`src/rtl/issue_sequencer.sv`:
```
// In-order issue sequencer: valid/ready intake, one-deep registered issue, RAW/branch/reset stalls.
// Optional perf counters (issueCount, stallCount) enabled by defining ISSUE_SEQ_PERF_EN.
module issue_sequencer #(
  parameter int WB_LATENCY   = 3,
  parameter int RESET_CYCLES = 2
) (
  input  logic        clk,
  input  logic        reset,
  input  logic        instrValid,
  input  logic [63:0] instruction,
  output logic        instrReady,
  output logic        issueValid,
  output logic [63:0] issueInstruction,
  input  logic        branchResolved,
  input  logic        branchTaken,
  output logic        pcRedirect,
  output logic        busy
`ifdef ISSUE_SEQ_PERF_EN
  ,
  output logic [31:0] issueCount,
  output logic [31:0] stallCount
`endif
);

  typedef enum logic [1:0] {RUN, BRANCH_WAIT, RESET_HOLD} state_t;

  localparam logic [3:0] RST_CNT = 4'(RESET_CYCLES);

  state_t state, state_nxt;
  logic [3:0] cnt, cnt_nxt;
  logic redirect_nxt;

  logic is_branch, is_reset, writes_rf, reads_rf;
  logic [7:0] dest, src_a, src_b;

  // One slot per cycle of writeback latency; slot WB_LATENCY-1 retires next edge.
  logic [WB_LATENCY-1:0]      vld_pipe;
  logic [WB_LATENCY-1:0][7:0] sb_addr;
  logic sb_hit, sb_empty, hazard, accept;

  assign dest  = instruction[55:48];
  assign src_a = instruction[47:40];
  assign src_b = instruction[39:32];

  assign is_branch = instruction[57:56] != 2'b11;
  assign is_reset  = !is_branch && instruction[59:58] != 2'b10 &&
                     (instruction[63:62] == 2'b00 || instruction[63:62] == 2'b11);
  assign writes_rf = !is_branch && instruction[59:58] != 2'b10 && instruction[63:62] == 2'b01;
  assign reads_rf  = is_branch || instruction[63:62] == 2'b10;

  always_comb begin
    sb_hit = 1'b0;
    for (int i = 0; i < WB_LATENCY; i++)
      if (vld_pipe[i] && (sb_addr[i] == src_a || sb_addr[i] == src_b)) sb_hit = 1'b1;
  end

  assign sb_empty   = ~|vld_pipe;
  assign hazard     = reads_rf && sb_hit;
  // Reset-class ops wait for all in-flight writes so nothing lands after the clear.
  assign instrReady = (state == RUN) && !hazard && !(is_reset && !sb_empty);
  assign accept     = instrValid && instrReady;
  assign busy       = (state != RUN) || !sb_empty;

  always_comb begin
    state_nxt    = state;
    cnt_nxt      = cnt;
    redirect_nxt = 1'b0;
    case (state)
      RUN: begin
        if (accept && is_branch) begin
          state_nxt = BRANCH_WAIT;
        end else if (accept && is_reset) begin
          state_nxt = RESET_HOLD;
          cnt_nxt   = RST_CNT;
        end
      end
      BRANCH_WAIT: begin
        if (branchResolved) begin
          state_nxt    = RUN;
          redirect_nxt = branchTaken;
        end
      end
      RESET_HOLD: begin
        cnt_nxt = cnt - 4'd1;
        if (cnt == 4'd1) state_nxt = RUN;
      end
      default: state_nxt = RUN;
    endcase
  end

  always_ff @(posedge clk) begin
    if (reset) begin
      state            <= RUN;
      cnt              <= '0;
      pcRedirect       <= 1'b0;
      issueValid       <= 1'b0;
      issueInstruction <= '0;
      vld_pipe         <= '0;
      sb_addr          <= '0;
    end else begin
      state      <= state_nxt;
      cnt        <= cnt_nxt;
      pcRedirect <= redirect_nxt;
      issueValid <= accept;
      if (accept) issueInstruction <= instruction;
      for (int i = WB_LATENCY - 1; i > 0; i--) begin
        vld_pipe[i] <= vld_pipe[i-1];
        sb_addr[i]  <= sb_addr[i-1];
      end
      vld_pipe[0] <= accept && writes_rf;
      sb_addr[0]  <= dest;
    end
  end

`ifdef ISSUE_SEQ_PERF_EN
  always_ff @(posedge clk) begin
    if (reset) begin
      issueCount <= '0;
      stallCount <= '0;
    end else begin
      if (accept) issueCount <= issueCount + 32'd1;
      if (instrValid && !instrReady) stallCount <= stallCount + 32'd1;
    end
  end
`endif

endmodule

```
`config.mk`:
```
export PLATFORM = sky130hd
export DESIGN_NAME = issue_sequencer
export DESIGN_NICKNAME = d
export VERILOG_FILES = /design/src/rtl/issue_sequencer.sv
export SDC_FILE = /design/constraint.sdc
export NUM_CORES = 1
export LEC_CHECK = 0
export ABC_AREA = 1
export ABC_CLOCK_PERIOD_IN_PS = 1750
export CAP_MARGIN = 10
export CORE_MARGIN = 2
export CORE_UTILIZATION = 46
export DETAILED_ROUTE_END_ITERATION = 10
export PLACE_DENSITY = 0.8
export SLEW_MARGIN = 20
export SYNTH_ARGS = -nofsm -noshare
export SYNTH_HDL_FRONTEND = slang
export SYNTH_SLANG_ARGS = --single-unit
```
`constraint.sdc`:
```
create_clock -name clk -period 1.75 [get_ports clk]
set_input_delay 0.35 -clock clk [delete_from_list [all_inputs] [get_ports clk]]
set_output_delay 0.35 -clock clk [all_outputs]
set_load 0.01 [all_outputs]
```
* Yosys cells after proc, flatten, opt, wreduce, memory -nomap -nowiden *
Index checks and enable logic that the tools add are counted.

storage, ports and cells
  flip-flop bits (word level) = 99
  output and inout bits = 68
  input bits = 69
  word-level logic and storage cells = 73

operators by class
  bitwise logic cells = 2
  add/subtract/negate cells = 1
  reduce and logical (&&, ||, !) cells = 31
  mux-type cells = 11
  eq/ne operators = 19

operators with widths
  operator                                             count
  equality test 8 bit                                  6
  logical AND 1 bit                                    14
  != test 2 bit, second input constant                 5
  two-way mux 2 bit                                    4
  two-way mux 4 bit                                    2
  case mux 4 bit (2 select lines)                      1
  equality test 2 bit, second input constant           3
  logical OR 1 bit                                     6
  case mux 2 bit (3 select lines)                      1
  AND reduction 3 bit                                  2
  OR reduction 3 bit                                   2
  equality test 2 x 1 -> 1 bit, second input constant  2
  equality test 4 x 1 -> 1 bit, second input constant  1
  zero test 2 bit                                      2
  nonzero test 2 bit                                   2
  subtractor 4 x 1 -> 4 bit, second input constant     1
  zero test 1 bit                                      3
  two-way mux 1 bit                                    3
  != test 3 x 1 -> 1 bit, second input constant        1
  != test 2 x 1 -> 1 bit, second input constant        1
  inverter 1 bit                                       2

* Longest topological paths before layout *
Gate-level depths: netlist (run 1).

  word-level depth = 15
  depth in mapped cells = 16

* Worst setup path after synthesis (run 1) *
OpenSTA, ideal clock, no wires.

  path type = input to register
  start point = input instruction[62]
  end point = register issueInstruction[0]
  stages = 9
  required time = 1,618 ps
  data arrival time = 1,427 ps
  buffers on the path = 2
  library setup time = 132 ps
  setup slack = 191 ps
  cells stage by stage = inv_1 -> ha_1 -> or2_2 -> nand2_1 -> nand3_2 -> buf_4 -> buf_4 -> nand2_1 -> a21oi_1

between the ends
  word-level cells in the longest chain between the ends = 7

RTL lines
  item                                                         line    text
  from (decl)                                                  10      input logic [63:0] instruction,
  equality test 2 bit, or another cell as far along            49      assign reads_rf = is_branch || instruction[63:62] == 2'b10;
  logical OR 1 bit (on tied branches)                          49, 47
  logical AND 1 bit (on tied branches)                         58, 46
  zero test 1 bit / logical AND 1 bit (equally long branches)  60      assign instrReady = (state == RUN) && !hazard && !(is_reset && !sb_empty);
  logical AND 1 bit / zero test 1 bit (equally long branches)  60
  logical AND 1 bit *                                          60
  logical AND 1 bit *                                          61      assign accept = instrValid && instrReady;
  to (signal assigned)                                         105     if (accept) issueInstruction <= instruction;
  to (decl)                                                    13      output logic [63:0] issueInstruction,

Mark *: on every way between the ends. The rest lies on a longest branch, timed or not.
A chain may end at the register's enable or synchronous reset.

* Worst setup path after layout (run 1) *
  start point = register sb_addr[13] in the netlist's numbering
  end point = output instrReady

between the ends
  word-level cells in the longest chain between the ends = 9

RTL lines
  item                               line  text
  from (decl)                        38    logic [WB_LATENCY-1:0][7:0] sb_addr;
  from (signal, indexed assignment)  108   sb_addr[i] <= sb_addr[i-1];
  equality test 8 bit                54    if (vld_pipe[i] && (sb_addr[i] == src_a || sb_addr[i] == src_b)) sb_hit = 1'b1;
  logical OR 1 bit *                 54
  logical AND 1 bit *                54
  two-way mux 1 bit * (2 in series)  54
  logical AND 1 bit *                58    assign hazard = reads_rf && sb_hit;
  zero test 1 bit *                  60
  logical AND 1 bit * (2 in series)  60
  to (decl)                          11    output logic instrReady,

Marked as above.

==> results of run 1 <==
## sequential cells by signal, summed over array words and instances, names as in the netlist
name / cells
cnt: 4
issueInstruction: 64
issueValid: 1
pcRedirect: 1
sb_addr: 24
state: 2
vld_pipe: 3
## power by group through the flow
stage                     Sequential (mW)  Clock, mW  Combinational (mW)
final                                2.47       1.47                1.21
after global routing                 2.48       1.59                1.30
after CTS                            2.46       1.50               0.989
after detailed placement             2.51          0               0.922
after global placement               2.50          0               0.904
after floorplan                      2.54          0               0.388
## synthesized netlist by cell type
library cell	n	area (sq um)
ha_1	4	50.1
or2_2	3	18.8
xor2_1	1	8.76
dfxtp_1	99	1980
a21oi_1	70	350
xnor2_1	28	245
buf_8	1	15.0
and3_1	1	6.26
inv_2	1	3.75
nand3_1	9	45.0
buf_6	5	56.3
buf_1	2	7.51
nand3_2	1	10.0
nand4_1	2	12.5
nor3_1	1	5.00
o21ai_0	1	5.00
a21boi_0	1	7.51
nand2_1	232	871
nor2_1	44	165
clkbuf_1	9	33.8
buf_2	2	10.0
buf_4	6	45.0
inv_1	51	191
## kinds of logic after synthesis
logic type / after synthesis / synth area share (%)
compound gates: 72 / 8.75
xor+xnor: 29 / 6.13
fa+ha+maj: 4 / 1.21
buf+inv: 77 / 8.75
flops: 99 / 47.8
simple gates: 293 / 27.3
## worst paths after layout
check                  start                    to  slack (ps)  cells after the start
max              sb_addr[13]            instrReady        -190                     11
min          instruction[40]  issueInstruction[40]         330                      3
max reg2reg      sb_addr[13]  issueInstruction[12]        -170                     15
min reg2reg      vld_pipe[0]           vld_pipe[1]         440                      2
## cell usage in the layout (no fill, tap or decap), drive strengths merged, types with 2 or more instances in the layout
cell	instances
ha	4
buf	40
nand2	232
or2	3
inv	53
clkinvlp	3
nor2	44
clkdlybuf4s15	4
a21oi	70
clkdlybuf4s50	113
dfxtp	99
nand4	2
nand3	10
dlygate4sd2	16
clkbuf	19
xnor2	28
## layout make-up
| type | count | area [sq um] | share of cell area (%) |
|---|---|---|---|
| Timing Repair Buffer | 181 | 1940 | 28.6 |
| Inverter | 52 | 208 | 3.07 |
| Timing Repair inverter | 1 | 11.3 | 0.166 |
| Multi-Input combinational cell | 398 | 2280 | 33.7 |
| Clock buffer | 11 | 131 | 1.94 |
| Tap cell | 108 | 135 | 1.99 |
| Clock inverter | 5 | 61.3 | 0.905 |
| Sequential cell | 99 | 2010 | 29.7 |
## metal layers
metal | vias to the layer above | part of all wire (%)
met4 | 0 | 1.8
li1 | 2100 | -
met3 | 20 | 5.7
met5 | - | 0
met2 | 128 | 52
met1 | 2017 | 40
## critical path: stages, from the launching register on
cell and delay, ps:
dfxtp_2 370, inv_2 60, nand2_1 70, nand2_1 50
nand2_1 60, nor2_1 40, nand2_1 60, nand2_1 60
nand2_1 80, nand3_2 120, a21boi_2 130, buf_2 140
## what timing repair did
action,in CTS,in global routing
pin swaps,2,23
endpoints found under the setup margin,73,73
setup buffers,8,2
gates cloned,2,9
resized for setup,53,162
hold endpoints to repair,0,0
## through the flow
| step | util [%] | power (mW) |
|---|---|---|
| floorplan | - | 2.93 |
| global placement | 65.6 | 3.40 |
| detailed placement | 65.6 | 3.43 |
| CTS | 70.0 | 4.94 |
| global route | 77.7 | 5.37 |
| finish | 77.7 | 5.15 |
==> flow_summary.json, run 1 <==
{
  "status": "finished, violations left",
  "failed_checks": "negative setup slack",
  "timing.setup.tns_ps": -8830,
  "slew-limit-headroom_pct": 68.3,
  "stdcell_area_sq_um": 6770,
  "rows": 34,
  "combPwrFrac_pct": 23.5,
  "rsz0062_at_grt": "true",
  "cts_root_buffer": "clkbuf_8",
  "finalWorstSetupSlack_ps": -192,
  "viasPerCell": 4.99,
  "insertion_delay_ps": 360,
  "n_antenna_cell": 0,
  "place_area_sq_um": 5720,
  "dieArea_sq_um": 9790,
  "syn_avg_cell_area_sq_um": 7.22,
  "synthCells": 574,
  "cts_tree": "done",
  "worstPathRequired_ps": 1400,
  "finalHoldViolations": 0,
  "cts.sinks": 99,
  "use_met2_pct": 40.6,
  "hold_class": "in2reg",
  "num-fill-cells": 605,
  "crit_type": "reg2out",
  "dp_hpwl_microns": 7730,
  "drt-total-wl_microns": 12500,
  "syn2layout_area_growth_pct": 63.4,
  "crit_fanout": 3,
  "ios": 137,
  "slew_viol_final": 0,
  "worst_pin_slew_ps": 476,
  "clock_path_buffers": 2,
  "drc": 0,
  "setup_viol_count_final": 68,
  "critPathLaunchType": "flop",
  "die_w_microns": 98.9,
  "initial_utilization_pct": 47.5,
  "power_density_nw_per_um2": 760,
  "vias": 4265,
  "path_clk_slew_ps": 90,
  "ys_seq_area_share_pct": 47.8,
  "seq_power_share_pct": 47.9,
  "busiest_layer": "met2",
  "fin_nets": 815,
  "finalHoldWorstSlack_ps": 332,
  "die_h_microns": 98.9,
  "grt_first_pass_wirelength_microns": 17900,
  "fin_skew_ps": 11.2,
  "p_int_mw": 3.69,
  "grt_usage_pct": 22.2,
  "peakVddDrop_v": 0.000494,
  "cp.arrival_ps": 1590,
  "grt_max_degree": 37,
  "clkPwrFrac_pct": 28.6,
  "synth_nets": 647,
  "p_sw_mw": 1.46,
  "synthesis.area_sq_um": 4150,
  "yosys_register_bits": 99,
  "period_needed_ps": 1940,
  "numPortBuffers": 136,
  "drt_pre_antenna_iters": 4,
  "p_leak_nw": 2.88,
  "initialDrtViolationCount": 151,
  "switching_share_pct": 28.3,
  "ys_types": 23,
  "gp_congestion": 0.874,
  "yosys_warnings": 0,
  "grt_remaining_overflow": 0,
  "grt_pass1_vias": 4039,
  "antenna_found_initial": 0,
  "cts_inserted_buffers": 9,
  "core_region_area_sq_um": 8720,
  "grtUsageMet1_pct": 25.8,
  "wl_per_cell_microns": 14.6,
  "end_kind": "output port",
  "layout-drive-gt1-share_pct": 27.3,
  "place_ws_ps": -870,
  "antenna_left": 0,
  "met3_usage_pct": 4.96,
  "dp.cells": 820,
  "cts_hold_buf": 0,
  "instances_no_fill": 855,
  "clock.fmax_mhz": 515,
  "cts_max_level": 3,
  "drv_cap": 0,
  "fin_crit_sh_pct": 111
}
No activity file was read; power rests on OpenSTA's default activity.
==> run 2: changes to the inputs <==
--- a/config.mk
+++ b/config.mk
@@ -11,7 +11,7 @@
 export CORE_MARGIN = 2
 export CORE_UTILIZATION = 46
 export DETAILED_ROUTE_END_ITERATION = 10
-export PLACE_DENSITY = 0.8
+export PLACE_DENSITY = 0.92
 export SLEW_MARGIN = 20
 export SYNTH_ARGS = -nofsm -noshare
 export SYNTH_HDL_FRONTEND = slang
==> flow_summary.json, run 2 (same netlist as run 1, synthesis figures left out) <==
{
  "n_antenna_cell": 0,
  "drt_pre_antenna_iters": 5,
  "hold_class": "in2reg",
  "critPathLaunchType": "primary input",
  "antenna_found_initial": 0,
  "status": "finished, violations left",
  "p_leak_nw": 3.27,
  "cts_root_buffer": "clkbuf_8",
  "fin_nets": 820,
  "cpPeakStageDelay_ps": 350,
  "initialDrtViolationCount": 278,
  "fin_crit_sh_pct": 123,
  "grt_max_degree": 56,
  "rows": 34,
  "clock_path_buffers": 2,
  "die_h_microns": 98.9,
  "cts_inserted_buffers": 9,
  "utilization_pct": 84.8,
  "worst_pin_slew_ps": 518,
  "cts_tree": "done",
  "layout-drive-gt1-share_pct": 37.8,
  "largest-register": "issueInstruction",
  "insertion_delay_ps": 390,
  "drv_cap": 0,
  "drt-total-wl_microns": 17300,
  "viasPerCell": 5.36,
  "power_density_nw_per_um2": 795,
  "period_needed_ps": 2160,
  "slew_viol_final": 0,
  "rsz0062_at_grt": "true",
  "drc": 0,
  "crit_fanout": 8,
  "slowest_stage": "clkdlybuf4s15_1",
  "critPathTopFamily": "simple AND/OR/NAND/NOR gates",
  "antenna_left": 0,
  "grt_pass1_vias": 3975,
  "final_cell_mix": "128 x nand2_1, 114 x clkdlybuf4s50_1, 76 x dfxtp_1",
  "instances_no_fill": 860,
  "cts.sinks": 99,
  "wl_per_cell_microns": 20.1,
  "grt_usage_pct": 22.8,
  "fin_skew_ps": 22.2,
  "place_ws_ps": -871,
  "end_kind": "flop",
  "num-fill-cells": 406,
  "path_common_cell": "nand2_1",
  "cp.arrival_ps": 2450,
  "vias": 4612,
  "reg_top3": "issueInstruction x64, sb_addr x24, cnt x4",
  "crit_type": "in2reg",
  "worstPathCellList": "clkdlybuf4s15_1 -> xnor2_1 -> nand2_1 -> nor2_1 -> nand2_1 -> nand2_1 -> nand2_1 -> nand3_2 -> nand2_2 -> nand3_4 -> buf_12 -> buf_8 -> clkbuf_16 -> nand2_4 -> a21oi_2",
  "path_clk_slew_ps": 100,
  "grt_remaining_overflow": 0,
  "initial_utilization_pct": 47.5,
  "largest_register_ff_count": 64,
  "cts_max_level": 3,
  "ios": 137,
  "finalWorstSetupSlack_ps": -405,
  "dieArea_sq_um": 9790,
  "grt_first_pass_wirelength_microns": 18100,
  "clock.fmax_mhz": 464,
  "worst-path-buf-inv": 4,
  "syn2layout_area_growth_pct": 78.5,
  "failed_checks": "negative setup slack",
  "die_w_microns": 98.9,
  "finalHoldViolations": 0,
  "dp_hpwl_microns": 7880,
  "final_common_cell": "nand2_1",
  "setup_viol_count_final": 75,
  "slew-limit-headroom_pct": 65.5,
  "dp.cells": 819,
  "cts_hold_buf": 0,
  "numPortBuffers": 136,
  "core_region_area_sq_um": 8720,
  "peakVddDrop_v": 0.000684,
  "gp_congestion": 0.927,
  "worstPathRequired_ps": 2050
}
[run 2: cell types whose count changed in the layout (fill, tap and decap cells not counted), moves of 7 or more]
cell / before / now
a21oi_2: 45 / 62
nand2_4: 23 / 62
buf_4: 27 / 20
nand2_1: 169 / 128
a21oi_1: 25 / 8
dfxtp_2: 13 / 21
dfxtp_1: 83 / 76
[run 2: path summary, 6_finish.rpt]
| check | from | endpoint | slack [ps] | cells after the start |
|---|---|---|---|---|
| worst max-delay path | instruction[34] | issueInstruction[22] | -410 | 15 |
| worst min-delay path | instruction[47] | issueInstruction[47] | 290 | 3 |
| worst max register to register | sb_addr[3] | issueInstruction[22] | -380 | 15 |
| worst min register to register | sb_addr[10] | sb_addr[18] | 460 | 2 |
[run 2: per-layer routing]
metal | wire length, microns | share of wire (%) | GRT usage [%] | vias to the layer above
met3 | 1270 | 7.4 | 5.60 | 72
met4 | 894 | 5.2 | 8.32 | 0
met2 | 9120 | 53 | 41.6 | 242
li1 | - | - | - | 2101
met5 | 0 | 0 | 0 | -
met1 | 5980 | 35 | 25.6 | 2197
[run 2: final cells by class]
cell class | instances | area (sq um) | area share, %
Inverter | 52 | 221 | 2.99
Clock buffer | 11 | 151 | 2.05
Multi-Input combinational cell | 398 | 2670 | 36.1
Tap cell | 108 | 135 | 1.83
Sequential cell | 99 | 2020 | 27.2
Timing Repair Buffer | 186 | 2090 | 28.2
Timing Repair inverter | 1 | 11.3 | 0.152
Clock inverter | 5 | 106 | 1.44
[run 2: worst min-delay path: cells and delay by family]
family | cells | cell delay (ps)
buf+inv | 1 | 150
simple gates | 1 | 90
compound gates | 1 | 40
[run 2: per-stage QoR]
stage               TNS (ps)  power [mW]  cell area [sq um]  hold WS [ps]
global route          -23330        6.04               7400           299
finish                -17710        5.88               7400           291
CTS                    -5290        5.30               6110           322
detailed placement    -50620        3.43               5700           455
global placement      -46210        3.39               5700           449
floorplan                  0        2.93               4150           417
[run 2: where the power goes]
| group | switching [mW] | internal (mW) | total, mW |
|---|---|---|---|
| clock | 0.882 | 1.03 | 1.92 |
| sequential | 0.120 | 2.38 | 2.50 |
| combinational | 0.719 | 0.745 | 1.46 |
[run 2: repair_timing]
action / CTS / global route
cloned: 2 / 14
pin swaps: 2 / 66
resized for setup: 58 / 284
setup buffers: 2 / 8
setup endpoints to repair: 73 / 73
